## src/rtl/button_conditioner.sv

```systemverilog
// Purpose: condition four raw push-button pins for the game FSM. The path is a
//          two-flop synchroniser, a per-button debounce, arbitration that gives
//          one button ownership of the outputs, and optional auto-repeat.
// Ports:
//   clk        - clock
//   rst_n      - synchronous active-low reset
//   btn_raw    - async active-high pins: [0]=up [1]=right [2]=down [3]=left
//   btn_up     - conditioned up level
//   btn_right  - conditioned right level
//   btn_down   - conditioned down level
//   btn_left   - conditioned left level
//   btn_event  - one-cycle pulse in the cycle any output rises
module button_conditioner #(
  parameter int unsigned DEBOUNCE_CYCLES = 50000,
  parameter int unsigned REPEAT_DELAY    = 0,
  parameter int unsigned REPEAT_PERIOD   = 10000
) (
  input  logic       clk,
  input  logic       rst_n,
  input  logic [3:0] btn_raw,
  output logic       btn_up,
  output logic       btn_right,
  output logic       btn_down,
  output logic       btn_left,
  output logic       btn_event
);

  localparam int unsigned CNT_W   = $clog2(DEBOUNCE_CYCLES + 1);
  localparam int unsigned RPT_MAX = (REPEAT_DELAY > REPEAT_PERIOD) ? REPEAT_DELAY : REPEAT_PERIOD;
  localparam int unsigned RPT_W   = $clog2(RPT_MAX + 1);

  localparam logic [1:0] ST_IDLE    = 2'd0;
  localparam logic [1:0] ST_HELD    = 2'd1;
  localparam logic [1:0] ST_GAP     = 2'd2;
  localparam logic [1:0] ST_RELEASE = 2'd3;

  localparam logic [CNT_W-1:0] CNT_LAST  = CNT_W'(DEBOUNCE_CYCLES - 1);
  localparam logic [RPT_W-1:0] RPT_FIRST = RPT_W'(REPEAT_DELAY);
  localparam logic [RPT_W-1:0] RPT_LATER = RPT_W'(REPEAT_PERIOD);

  logic [3:0]       sync1_q, sync2_q;
  logic [3:0]       stable_q, stable_d;
  logic [CNT_W-1:0] cnt_q [4];
  logic [CNT_W-1:0] cnt_d [4];

  logic [1:0]       state_q, state_d;
  logic [1:0]       owner_q, owner_d;
  logic [3:0]       out_q, out_d;
  logic             event_q, event_d;
  logic [RPT_W-1:0] rpt_q, rpt_d;
  logic             first_q, first_d;
  logic [RPT_W-1:0] rpt_inc;
  logic [1:0]       pick;

  // Two-flop synchroniser; only sync2 feeds the debounce.
  always_ff @(posedge clk) begin
    if (!rst_n) begin
      sync1_q <= '0;
      sync2_q <= '0;
    end else begin
      sync1_q <= btn_raw;
      sync2_q <= sync1_q;
    end
  end

  // Debounce: a bit flips only after DEBOUNCE_CYCLES consecutive disagreeing samples.
  always_comb begin
    stable_d = stable_q;
    for (int i = 0; i < 4; i++) begin
      cnt_d[i] = cnt_q[i];
      if (sync2_q[i] == stable_q[i]) begin
        cnt_d[i] = '0;
      end else if (cnt_q[i] == CNT_LAST) begin
        stable_d[i] = sync2_q[i];
        cnt_d[i]    = '0;
      end else begin
        cnt_d[i] = cnt_q[i] + CNT_W'(1);
      end
    end
  end

  always_ff @(posedge clk) begin
    if (!rst_n) begin
      stable_q <= '0;
      for (int i = 0; i < 4; i++) cnt_q[i] <= '0;
    end else begin
      stable_q <= stable_d;
      for (int i = 0; i < 4; i++) cnt_q[i] <= cnt_d[i];
    end
  end

  // Priority pick left > right > up > down among stable presses.
  always_comb begin
    if (stable_q[3])      pick = 2'd3;
    else if (stable_q[1]) pick = 2'd1;
    else if (stable_q[0]) pick = 2'd0;
    else                  pick = 2'd2;
  end

  assign rpt_inc = rpt_q + RPT_W'(1);

  // Arbitration / auto-repeat next-state and registered-output logic.
  always_comb begin
    state_d = state_q;
    owner_d = owner_q;
    out_d   = '0;
    event_d = 1'b0;
    rpt_d   = rpt_q;
    first_d = first_q;
    case (state_q)
      ST_IDLE: begin
        if (stable_q != 4'b0000) begin
          owner_d = pick;
          state_d = ST_HELD;
          out_d   = 4'b0001 << pick;
          event_d = 1'b1;
          rpt_d   = '0;
          first_d = 1'b1;
        end
      end
      ST_HELD: begin
        if (!stable_q[owner_q]) begin
          // Owner let go: any other still-pressed button is a chord remnant.
          rpt_d   = '0;
          state_d = (stable_q == 4'b0000) ? ST_IDLE : ST_RELEASE;
        end else begin
          out_d = 4'b0001 << owner_q;
          if (REPEAT_DELAY != 0) begin
            if (rpt_inc == (first_q ? RPT_FIRST : RPT_LATER)) begin
              state_d = ST_GAP;
              out_d   = '0;
              rpt_d   = '0;
              first_d = 1'b0;
            end else begin
              rpt_d = rpt_inc;
            end
          end
        end
      end
      ST_GAP: begin
        rpt_d = '0;
        if (stable_q[owner_q]) begin
          state_d = ST_HELD;
          out_d   = 4'b0001 << owner_q;
          event_d = 1'b1;
        end else begin
          state_d = (stable_q == 4'b0000) ? ST_IDLE : ST_RELEASE;
        end
      end
      ST_RELEASE: begin
        if (stable_q == 4'b0000) state_d = ST_IDLE;
      end
      default: state_d = ST_IDLE;
    endcase
  end

  always_ff @(posedge clk) begin
    if (!rst_n) begin
      state_q <= ST_IDLE;
      owner_q <= 2'd0;
      out_q   <= '0;
      event_q <= 1'b0;
      rpt_q   <= '0;
      first_q <= 1'b1;
    end else begin
      state_q <= state_d;
      owner_q <= owner_d;
      out_q   <= out_d;
      event_q <= event_d;
      rpt_q   <= rpt_d;
      first_q <= first_d;
    end
  end

  assign btn_up    = out_q[0];
  assign btn_right = out_q[1];
  assign btn_down  = out_q[2];
  assign btn_left  = out_q[3];
  assign btn_event = event_q;

endmodule
```

## config.mk

```make
export PLATFORM = sky130hd
export DESIGN_NAME = button_conditioner
export DESIGN_NICKNAME = d
export VERILOG_FILES = /design/src/rtl/button_conditioner.sv
export SDC_FILE = /design/constraint.sdc
export NUM_CORES = 1
export LEC_CHECK = 0
export CORE_MARGIN = 4
export CORE_UTILIZATION = 43
export DETAILED_ROUTE_END_ITERATION = 10
export HOLD_SLACK_MARGIN = 0.06
export MAX_ROUTING_LAYER = met4
export PLACE_DENSITY = 0.59
export REMOVE_ABC_BUFFERS = 1
export SETUP_SLACK_MARGIN = 0.5
export SKIP_LAST_GASP = 1
export SLEW_MARGIN = 30
export SYNTH_ARGS = -nofsm -noshare
export SYNTH_HDL_FRONTEND = slang
export SYNTH_SLANG_ARGS = --single-unit
```

## constraint.sdc

```tcl
create_clock -name clk -period 2.35 [get_ports clk]
set_input_delay 0.235 -clock clk [delete_from_list [all_inputs] [get_ports clk]]
set_output_delay 0.235 -clock clk [all_outputs]
set_load 0.01 [all_outputs]
```

Yosys cells after proc, flatten, opt, wreduce, memory -nomap -nowiden
Memory sizes are Yosys's and may differ from the RTL's. Index checks and enable logic that the tools add are counted.

Register bits after elaboration: 21. Memory bits (writable): 64. Input port bits: 6. Word-level logic and storage cells: 81. Memories kept: 1.

Memories: cnt_q (depth 4, bits a word 16, rd ports 4, clocked after Yosys merged registers in 0, write ports 4, line 43) `logic [CNT_W-1:0] cnt_q [4];`.

$add $sub $neg: 4. $lt $le $gt $ge: 1. Equality and inequality tests: 14. Shift-type cells: 2. Mux-type cells: 31. Bitwise logic cells: 8. Reduce and logical (&&, ||, !) cells: 10.

Operator list (number): 2-to-1 mux 16 bit (12); adder 16 x 1 -> 16 bit (second input constant) (4); equality test 16 bit (second input constant) (4); 2-to-1 mux 2 bit (8); AND reduction 2 bit (5); 2-to-1 mux 4 bit (2); case mux 2 bit (4 select lines) (1); case mux 4 bit (2 select lines) (1); << shifter 1 x 2 -> 4 bit (first input constant) (2); inequality test 2 bit (second input constant) (3); 2-to-1 mux 1 bit (5); equality test 1 bit (4); equality test 2 bit (second input constant) (2); zero test 4 bit (1); inverter 1 bit (4); OR 1 bit (4); nonzero test 4 bit (1); < comparator 2 x 3 -> 1 bit (second input constant) (1); AND reduction 3 bit (1); binary-select mux 1 bit (select 2 bit) (1); equality test 2 x 1 -> 1 bit (second input constant) (1); zero test 2 bit (1); case mux 1 bit (2 select lines) (1); OR reduction 2 bit (1).

Depth between registers and ports, before layout
Word-level depth: 6. Gate-level depth with buffers: 6. Depth with buffers taken out: 6.

Worst setup path before layout
No wires, ideal clock.

Path kind: reg2reg. From: memory cnt_q[3][4] in the netlist's numbering. To: memory cnt_q[3][11] in the netlist's numbering. Library setup time: 0.115 ns. Arrival: 1.652 ns. Required time: 2.235 ns. Path slack: 0.583 ns. Stages on the path, launching flop included: 6. Path through: dfxtp_1 -> or4_1 -> or4_4 -> nand3_4 -> buf_8 -> nor2_1.

RTL lines (line): start, declared (43).

==> run summary <==
Run status: complete, no violations
Slew at the pin closest to its max-slew limit: 0.478 ns
VDD IR max: 324 µV
Post-synthesis sequential area ratio: 0.458
Initial antenna violation count: 0
Area share of the largest cell type after synthesis: 0.458
Library cells used by synthesis: 38
Largest family of logic cells by synthesized area: simple AND/OR/NAND/NOR gates
Post-synth EDFFs: 0
Mux cell area share after synthesis: 0.0219
Vias: 2,754
Primary FF master, synth: dfxtp_1
Simple-gate portion of the synthesized area: 0.295
Top Ports: 11
FMAX: 0.553 GHz
Antenna Cells: 0
Fin nets: 440
Final GP Congestion: 0.833
H-tree Lvls: 3
Pwr Density: 657 nW/µm²
#FFs+latches synth: 85
Setup TNS: 0 ns
Clk sinks: 85
Clock period minus worst slack: 1.81 ns
First-pass GRT wire length: 11.6 mm
Buffers on Ports: 10
Mapped Area: 3710 µm²
Peak fanout along the critical path: 5
Final hold slack: 0.439 ns
Reg clk slew, reported paths: 0.08 ns
RSZ-0062 raised after global routing: true
Detailed Route WL: 6.46 mm
TritonCTS clock tree: yes
Synth warn: 0
Compound-Gate Fraction of Synth Area: 0.0340
Die Span Y: 101 µm
Total CTS buffers: 9
Root buf cell: clkbuf_8
Final Hold Fails: 0
HP Class: flip-flop to flip-flop
# hold bufs at CTS: 0
Die Width: 101 µm
Via density: 5.14
Setup CP Type: flip-flop to flip-flop
Die Area: 10,200 µm²
Adder and majority gate portion of the synthesized area: 0.0270
Grt total ovfl: 0
DRC Markers: 0
List of most frequent post-synthesis cells: 85 x dfxtp_1, 71 x nor2_1, 42 x xnor2_1, 25 x nand3_1, 19 x inv_1
Synth-to-layout area growth: 13.7%
Slew HR: 0.680
Pin count of the biggest net entering global routing: 25
Share of cells above drive strength 1: 0.0789
Core area: 8300 µm²
Setup crit end kind: flip-flop
Row count: 33
Delay-heaviest family, CP: simple AND/OR/NAND/NOR gates
Most frequent cell after synthesis: dfxtp_1
Leading area contributor after synthesis: dfxtp_1
Non-Filler Instances: 536
Avg Inst Size Synth: 9.01 µm²
Drt wl/cell: 12.1 µm
Post-Synth XOR/XNOR Area: 0.132
Inst Count DP: 519
Element type at the critical path start: flip-flop
Slew Limit Fails: 0
Worst Path Arrival: 2.05 ns
Critical Path Slowest Stage Cell: or4_4
Async SR Flop Fraction: 0
Max cap viols: 0
Final Setup Violations: 0
Lkg Pwr: 1.35 nW
Cells after synthesis: 412
Clock buffer depth: 2
Initial DRC count: 67
Synth area leaders: dfxtp_1 46%, xnor2_1 9.9%, nor2_1 7.2%
Remaining antenna violation count: 0
CP peak stage delay: 0.58 ns
Global Route Usage Sum: 0.143
Starting Density: 0.447
Vias in the first global route: 2,535
Critical Path RT: 2.59 ns
Skew-Pair Late Insertion Delay: 0.35 ns
Drt pass-1 iters: 4
Buffers & Inverters on Critical Path: 0
Part of the cycle the worst path needs: 0.770
Clock skew: 0.0128 ns
Crit path cell chain: or4_1 -> or4_4 -> mux2i_1 -> nor2b_1
HPWL after detailed placement: 4.35 mm
-- cell families after synthesis --
group,after synthesis
xor gates and xnor gates,56
DFF,85
AOI/OAI and AO/OA,20
adders and majority gates,8
and+or+nand+nor,207
muxes,8
buffers and inverters,28
-- flip-flops by register name, summed over array words and instances, names as in the netlist --
signal and cells:
sync2_q 4, cnt_q 64, owner_q 2, stable_q 4
out_q 4, btn_event 1, state_q 2, sync1_q 4
-- routing by layer --
layer  up-vias  share of wire  GRT usage
li1       1451              -          -
met1      1274           0.52      0.193
met2        20           0.43      0.206
met3         9          0.024     0.0277
met4         0          0.017     0.0644
met5         -              0          -
-- report_power, final --
group          internal [W]  switching [W]
combinational     0.0000320      0.0000403
sequential          0.00145     0.00000689
clock              0.000711       0.000533
total               0.00219       0.000581
-- per-stage QoR --
stage / cell area (µm²) / worst slack, ns / total power (W) / util
5_1_grt: 4220 / 0.489 / 0.00288 / 0.509
3_3_place_gp: 3910 / 0.483 / 0.00156 / 0.471
2_1_floorplan: 3670 / 0.646 / 0.00153 / -
3_5_place_dp: 3910 / 0.485 / 0.00156 / 0.471
6_report: 4220 / 0.541 / 0.00277 / 0.509
4_1_cts: 4160 / 0.503 / 0.00281 / 0.501
-- final cells by class --
class	instances	area (µm²)
clock buffers	9	124
clock inverters	7	123
fillers	803	4080
inverters	19	71.3
multi-input cells	300	1960
flip-flops and latches	85	1700
well taps	105	131
repair buffers	11	108
-- timing repair --
| item | 4_1_cts | 5_1_grt |
|---|---|---|
| endpoints found under the setup margin | 16 | 45 |
| cloned | 0 | 1 |
| gates resized for setup | 1 | 9 |
| setup buffers | 0 | 0 |
| endpoints found under the hold margin | 0 | 0 |
-- worst paths after layout --
path                              end  cells after the start              startpoint  slack (ns)
max          stable_q[3]$_SDFFE_PN0P_                      4  cnt_q[3][4]$_SDFF_PP0_        0.54
min             sync2_q[0]$_SDFF_PN0_                      1   sync1_q[0]$_SDFF_PN0_        0.44
max reg2reg  stable_q[3]$_SDFFE_PN0P_                      4  cnt_q[3][4]$_SDFF_PP0_        0.54
min reg2reg     sync2_q[0]$_SDFF_PN0_                      1   sync1_q[0]$_SDFF_PN0_        0.44
-- cells in the final DEF, fill, tap and decap left out, types with 3 or more instances in the layout --
master            n
or4_1             5
nor2_1           71
nor4bb_1          3
clkdlybuf4s50_1  10
ha_1              8
and4b_1           3
o31ai_1           4
dfxtp_1          85
and3_1           10
or2_2             3
nor3_1           18
bufinv_16         3
inv_1            19
nand3_2           5
nor2b_1           5
nand3_4           3
and2_1            8
nor4_1           14
o21ai_0           6
nand3_1          19
mux2i_1           7
nand4_1          14
clkbuf_8          9
xor2_1           14
a21oi_1           5
xnor2_1          42
nand2_1          18
(Power assumes the default switching activity.)
